===== config.mk =====
export PLATFORM = sky130hd
export DESIGN_NAME = gpio_cmd_master
export DESIGN_NICKNAME = d
export VERILOG_FILES = /design/src/rtl/gpio_cmd_master.sv
export SDC_FILE = /design/constraint.sdc
export NUM_CORES = 1
export LEC_CHECK = 0
export ABC_AREA = 1
export CORE_MARGIN = 2
export CORE_UTILIZATION = 25
export DETAILED_ROUTE_END_ITERATION = 7
export HOLD_SLACK_MARGIN = 0.03
export REMOVE_ABC_BUFFERS = 1
export SETUP_SLACK_MARGIN = 0.05
export SYNTH_ARGS = -nofsm -noshare
export SYNTH_HDL_FRONTEND = slang
export SYNTH_SLANG_ARGS = --single-unit
export TNS_END_PERCENT = 20

===== constraint.sdc =====
create_clock -name clock -period 1.9 [get_ports clock]
set_input_delay 0.475 -clock clock [delete_from_list [all_inputs] [get_ports clock]]
set_output_delay 0.475 -clock clock [all_outputs]
set_load 0.05 [all_outputs]

===== src/rtl/gpio_cmd_master.sv =====
// Initiator for the 32-bit GPIO register-file protocol. It turns valid/ready
// write and read commands into strobed GPIO words using setup, strobe and clear phases.
module gpio_cmd_master #(
    parameter int unsigned NB_GPIOS        = 32,
    parameter int unsigned NB_GPIO_DATA    = 23,
    parameter int unsigned NB_GPIO_ADDRESS = 8,
    parameter int unsigned NB_HOLD         = 4
) (
    input  logic                       clock,
    input  logic                       in_reset_n,
    input  logic                       in_cmd_valid,
    output logic                       out_cmd_ready,
    input  logic                       in_cmd_write,
    input  logic [NB_GPIO_ADDRESS-1:0] in_cmd_addr,
    input  logic [NB_GPIO_DATA-1:0]    in_cmd_data,
    input  logic [NB_HOLD-1:0]         in_hold_cycles,
    output logic [NB_GPIOS-1:0]        out_micro_to_rf_data,
    input  logic [NB_GPIOS-1:0]        in_rf_to_micro_data,
    output logic                       out_rsp_valid,
    output logic [NB_GPIOS-1:0]        out_rsp_data,
    input  logic                       in_rsp_ready,
    output logic                       out_busy
);
    // One extra counter bit so that the WAIT phase (H+3 cycles) fits.
    localparam int unsigned NbCnt = NB_HOLD + 1;
    localparam int unsigned NbPad = NB_GPIO_DATA - NB_GPIO_ADDRESS;

    typedef enum logic [2:0] {StIdle, StSetup, StStrobe, StClear, StWait, StSample} state_e;

    state_e                     state_q, state_d;
    logic [NbCnt-1:0]           cnt_q, cnt_d;
    logic [NB_HOLD-1:0]         hold_q, hold_d;
    logic                       write_q, write_d;
    logic [NB_GPIO_ADDRESS-1:0] addr_q, addr_d;
    logic [NB_GPIO_DATA-1:0]    data_q, data_d;
    logic                       rsp_valid_q, rsp_valid_d;
    logic [NB_GPIOS-1:0]        rsp_data_q, rsp_data_d;

    logic               accept;
    logic               cnt_done;
    logic               strobe_en;
    logic [NB_HOLD-1:0] hold_eff;
    logic [NbCnt-1:0]   phase_load;

    assign out_cmd_ready = in_reset_n && (state_q == StIdle) && !rsp_valid_q;
    assign accept        = in_cmd_valid && out_cmd_ready;
    assign hold_eff      = (in_hold_cycles == '0) ? NB_HOLD'(1) : in_hold_cycles;
    assign cnt_done      = (cnt_q == '0);
    assign phase_load    = NbCnt'(hold_q) - NbCnt'(1);
    assign strobe_en     = (state_q == StStrobe);
    assign out_busy      = (state_q != StIdle);
    assign out_rsp_valid = rsp_valid_q;
    assign out_rsp_data  = rsp_data_q;

    // A read selects register 0 by writing the target address into its low bits.
    assign out_micro_to_rf_data = write_q ? {addr_q, strobe_en, data_q}
                                          : {{NB_GPIO_ADDRESS{1'b0}}, strobe_en, {NbPad{1'b0}}, addr_q};

    always_comb begin
        state_d     = state_q;
        cnt_d       = cnt_q;
        hold_d      = hold_q;
        write_d     = write_q;
        addr_d      = addr_q;
        data_d      = data_q;
        rsp_valid_d = rsp_valid_q;
        rsp_data_d  = rsp_data_q;

        if (rsp_valid_q && in_rsp_ready) begin
            rsp_valid_d = 1'b0;
        end

        case (state_q)
            StIdle: begin
                if (accept) begin
                    write_d = in_cmd_write;
                    addr_d  = in_cmd_addr;
                    data_d  = in_cmd_data;
                    hold_d  = hold_eff;
                    cnt_d   = NbCnt'(hold_eff) - NbCnt'(1);
                    state_d = StSetup;
                end
            end
            StSetup: begin
                if (cnt_done) begin
                    cnt_d   = phase_load;
                    state_d = StStrobe;
                end else begin
                    cnt_d = cnt_q - NbCnt'(1);
                end
            end
            StStrobe: begin
                if (cnt_done) begin
                    cnt_d   = phase_load;
                    state_d = StClear;
                end else begin
                    cnt_d = cnt_q - NbCnt'(1);
                end
            end
            StClear: begin
                if (cnt_done) begin
                    if (write_q) begin
                        cnt_d   = '0;
                        state_d = StIdle;
                    end else begin
                        cnt_d   = NbCnt'(hold_q) + NbCnt'(2);
                        state_d = StWait;
                    end
                end else begin
                    cnt_d = cnt_q - NbCnt'(1);
                end
            end
            StWait: begin
                if (cnt_done) begin
                    state_d = StSample;
                end else begin
                    cnt_d = cnt_q - NbCnt'(1);
                end
            end
            StSample: begin
                rsp_data_d  = in_rf_to_micro_data;
                rsp_valid_d = 1'b1;
                state_d     = StIdle;
            end
            default: state_d = StIdle;
        endcase
    end

    always_ff @(posedge clock) begin
        if (!in_reset_n) begin
            state_q     <= StIdle;
            cnt_q       <= '0;
            hold_q      <= '0;
            write_q     <= 1'b0;
            addr_q      <= '0;
            data_q      <= '0;
            rsp_valid_q <= 1'b0;
            rsp_data_q  <= '0;
        end else begin
            state_q     <= state_d;
            cnt_q       <= cnt_d;
            hold_q      <= hold_d;
            write_q     <= write_d;
            addr_q      <= addr_d;
            data_q      <= data_d;
            rsp_valid_q <= rsp_valid_d;
            rsp_data_q  <= rsp_data_d;
        end
    end

endmodule

==> results.cfg <==
[power]
switching_share_pct = 34.5
leakage_nw = 2.67
p_per_area_mw_per_mm2 = 901
power_frac_seq_pct = 34.9
internal_power_mw = 3.44
finalPower_mw = 5.25
p_switching_mw = 1.81
ir_drop_v = 0.000513
pwr-share-comb_pct = 33.1
clkPwrFrac_pct = 32.0

[cells_and_area]
multi_input_area_sq_mm = 0.00172
areaGrowthSynthToFinish_pct = 62.6
n_fill_cell = 1402
fin_nets = 748
drive_above_1_share_pct = 18.1
instances_no_fill = 854
seqCellArea_sq_mm = 0.00155
diodes = 0

[drt]
drt_wl_total_um = 11000
dr.pass1.iters = 5
drc = 0
via_per_inst = 4.49
num_vias = 3838
ant_nets = 0
drt_iter0_drc = 183
drt-wirelength-per-cell_um = 12.9

[synthesis]
ys_seq_area_share_pct = 43.0
synth_top_area_share_pct = 43.0
synth_edf_count = 0
synth_commonest_cells = nand2_1 (113), nor2_1 (85), dfxtp_1 (77)
synth-seq-cells = 77
synthFlopType = dfxtp_1
syn_inst = 529
syn_area_sq_mm = 0.00358
avgSynthCellArea_sq_um = 6.78
synth_top_area_cell = dfxtp_1
yosysUniqueCellTypes = 26
synthArstFlopShare_pct = 0
yosysWarnings = 0
yosys.cell_count.top_type = nand2_1
ys_top_cells_by_area = dfxtp_1 (43%), nand2_1 (12%), nor2_1 (8.9%)

[die]
pin_count = 139
start_util_pct = 25.7
core_sq_mm = 0.0139
dieArea_sq_mm = 0.0153
chipHeight_um = 124
die_w_um = 124
num_rows = 43

[worst_setup_path]
rr_endpoint = cnt_q[2]
worst_setup_path_start_kind = flop
cp_top_family = buffers and inverters
path_max_fanout = 42
worst_setup_path_end_kind = primary output
cp.arrival_ns = 1.37
r2r-start = write_q
crit_chain = buf_12, o21ai_0, buf_12
max_stage_delay_ns = 0.34
path_common_cell = buf_12
path_buf_inv = 2
r2r_cells = 8
r2r_slack_ns = 0.30
cp_slowest_cell = o21ai_0
worstSetupPathType = reg -> out
critPathRequiredTime_ns = 1.42

[run]
cap_violations = 0

[placed_design]
numPortBuffers = 138
dp_hpwl_um = 8280
gp_congestion = 0.915
place_inst = 838

[global_routing]
grt_pass1_vias = 3870
grt_pass1_wl_um = 18300
grt_remaining_overflow = 0
track_usage_pct = 15.0
grt_max_degree = 43
antenna_found_initial = 0

[min_path]
whs_endpoint = data_q[7]
min-delay-start = data_q[7]
hold_depth = 2
min_path_type = reg -> reg

[clocking]
cts_root_buf = clkbuf_16
cts_tree = yes
cts_setup_buffers = 0
clock-sinks = 77
cts_buffers = 9
clk_pin_slew_ns = 0.06
hold_buffers = 0
insertion_delay_ns = 0.33
clk_path_buf_depth = 2
htree_levels = 3

[sta]
fin_crit_sh_pct = 97.2
worst_slew_pin_slew_ns = 0.590
finalHoldViolations = 0
finClkSkew_ns = 0.00682
min_period_ns = 1.85
rsz0062_at_grt = yes
slew-limit-headroom_pct = 60.4
fmax_mhz = 542
hold_ws_ns = 0.461
setup_viol = 0
slew_violations = 0

[outcome]
outcome = completed
==> kinds of logic after synthesis <==
group           share of synthesized area (%)
simple gates                             28.4
compound gates                           14.9
buf+inv                                  10.0
flops                                    43.0
fa+ha+maj                                2.44
xor+xnor                                 1.22
==> worst max-delay path by stage <==
stage / cells past startpoint / end / start
6_report: 3 / out_micro_to_rf_data[5] / write_q
5_1_grt: 4 / out_micro_to_rf_data[5] / write_q
4_1_cts: 4 / out_cmd_ready / in_reset_n
3_5_place_dp: 7 / addr_q[7] / in_reset_n
3_3_place_gp: 4 / out_cmd_ready / in_reset_n
2_1_floorplan: 5 / out_rsp_data[0] / state_q[2]
==> layout make-up <==
class / instances / share of cell area, %
repair buffers: 160 / 31.4
multi-input cells: 364 / 29.5
clock buffers: 11 / 4.34
well taps: 180 / 3.86
inverters: 57 / 3.67
flip-flops and latches: 77 / 26.5
clock inverters: 5 / 0.730
==> worst register-to-register path, delay by kind of cell, from the launching register on <==
kind	cells	cell delay (ns)
buffers and inverters	1	0.17
DFF	1	0.33
and+or+nand+nor	6	0.92
AOI/OAI and AO/OA	1	0.12
==> placed cells by master, fill, tap and decap left out, drive strengths merged, types with 7 or more instances in the layout <==
| cell | Yosys | final |
|---|---|---|
| buf | 10 | 89 |
| a21oi | 46 | 46 |
| clkdlybuf4s50 | 0 | 70 |
| nand2 | 115 | 115 |
| ha | 7 | 7 |
| o21ai | 55 | 55 |
| inv | 57 | 58 |
| dfxtp | 77 | 77 |
| nor2 | 87 | 87 |
| clkbuf | 21 | 11 |
| nand3 | 43 | 43 |
==> per-stage QoR <==
stage          utilization, %  cell area, sq um  worst slack [ns]  setup TNS (ns)
2_1_floorplan               -              3440            -0.407          -17.88
3_3_place_gp             39.5              5500           -0.0730          -0.364
3_5_place_dp             39.5              5500           -0.0987           -1.08
4_1_cts                  41.6              5800           0.00461               0
5_1_grt                  41.8              5830           0.00108               0
6_report                 41.8              5830            0.0536               0
==> power groups by stage <==
stage / Clock (mW) / Combinational [mW] / Sequential [mW]
global route: 1.80 / 1.93 / 1.85
floorplan: 0 / 0.955 / 1.87
detailed placement: 0 / 1.71 / 1.86
finish: 1.68 / 1.74 / 1.83
global placement: 0 / 1.69 / 1.86
CTS: 1.72 / 1.72 / 1.83
==> timing repair <==
item	in CTS	in global routing
gates cloned	0	0
resized for setup	3	13
pin swaps	1	1
setup endpoints to repair	7	16
==> flip-flops by register name, indices dropped and copies added, names as in the netlist <==
register,cells
write_q,1
addr_q,8
data_q,23
cnt_q,5
hold_q,4
state_q,3
out_rsp_data,32
out_rsp_valid,1
==> metal layers <==
layer  vias up  global-route usage (%)  share of wire, %
li1       1944                       -                 -
met1      1786                    18.4                43
met2        96                    25.3                48
met3        12                    4.67               7.2
met4         0                    4.12               1.6
met5         -                       0                 0
Power figures use the tool's default switching activity.
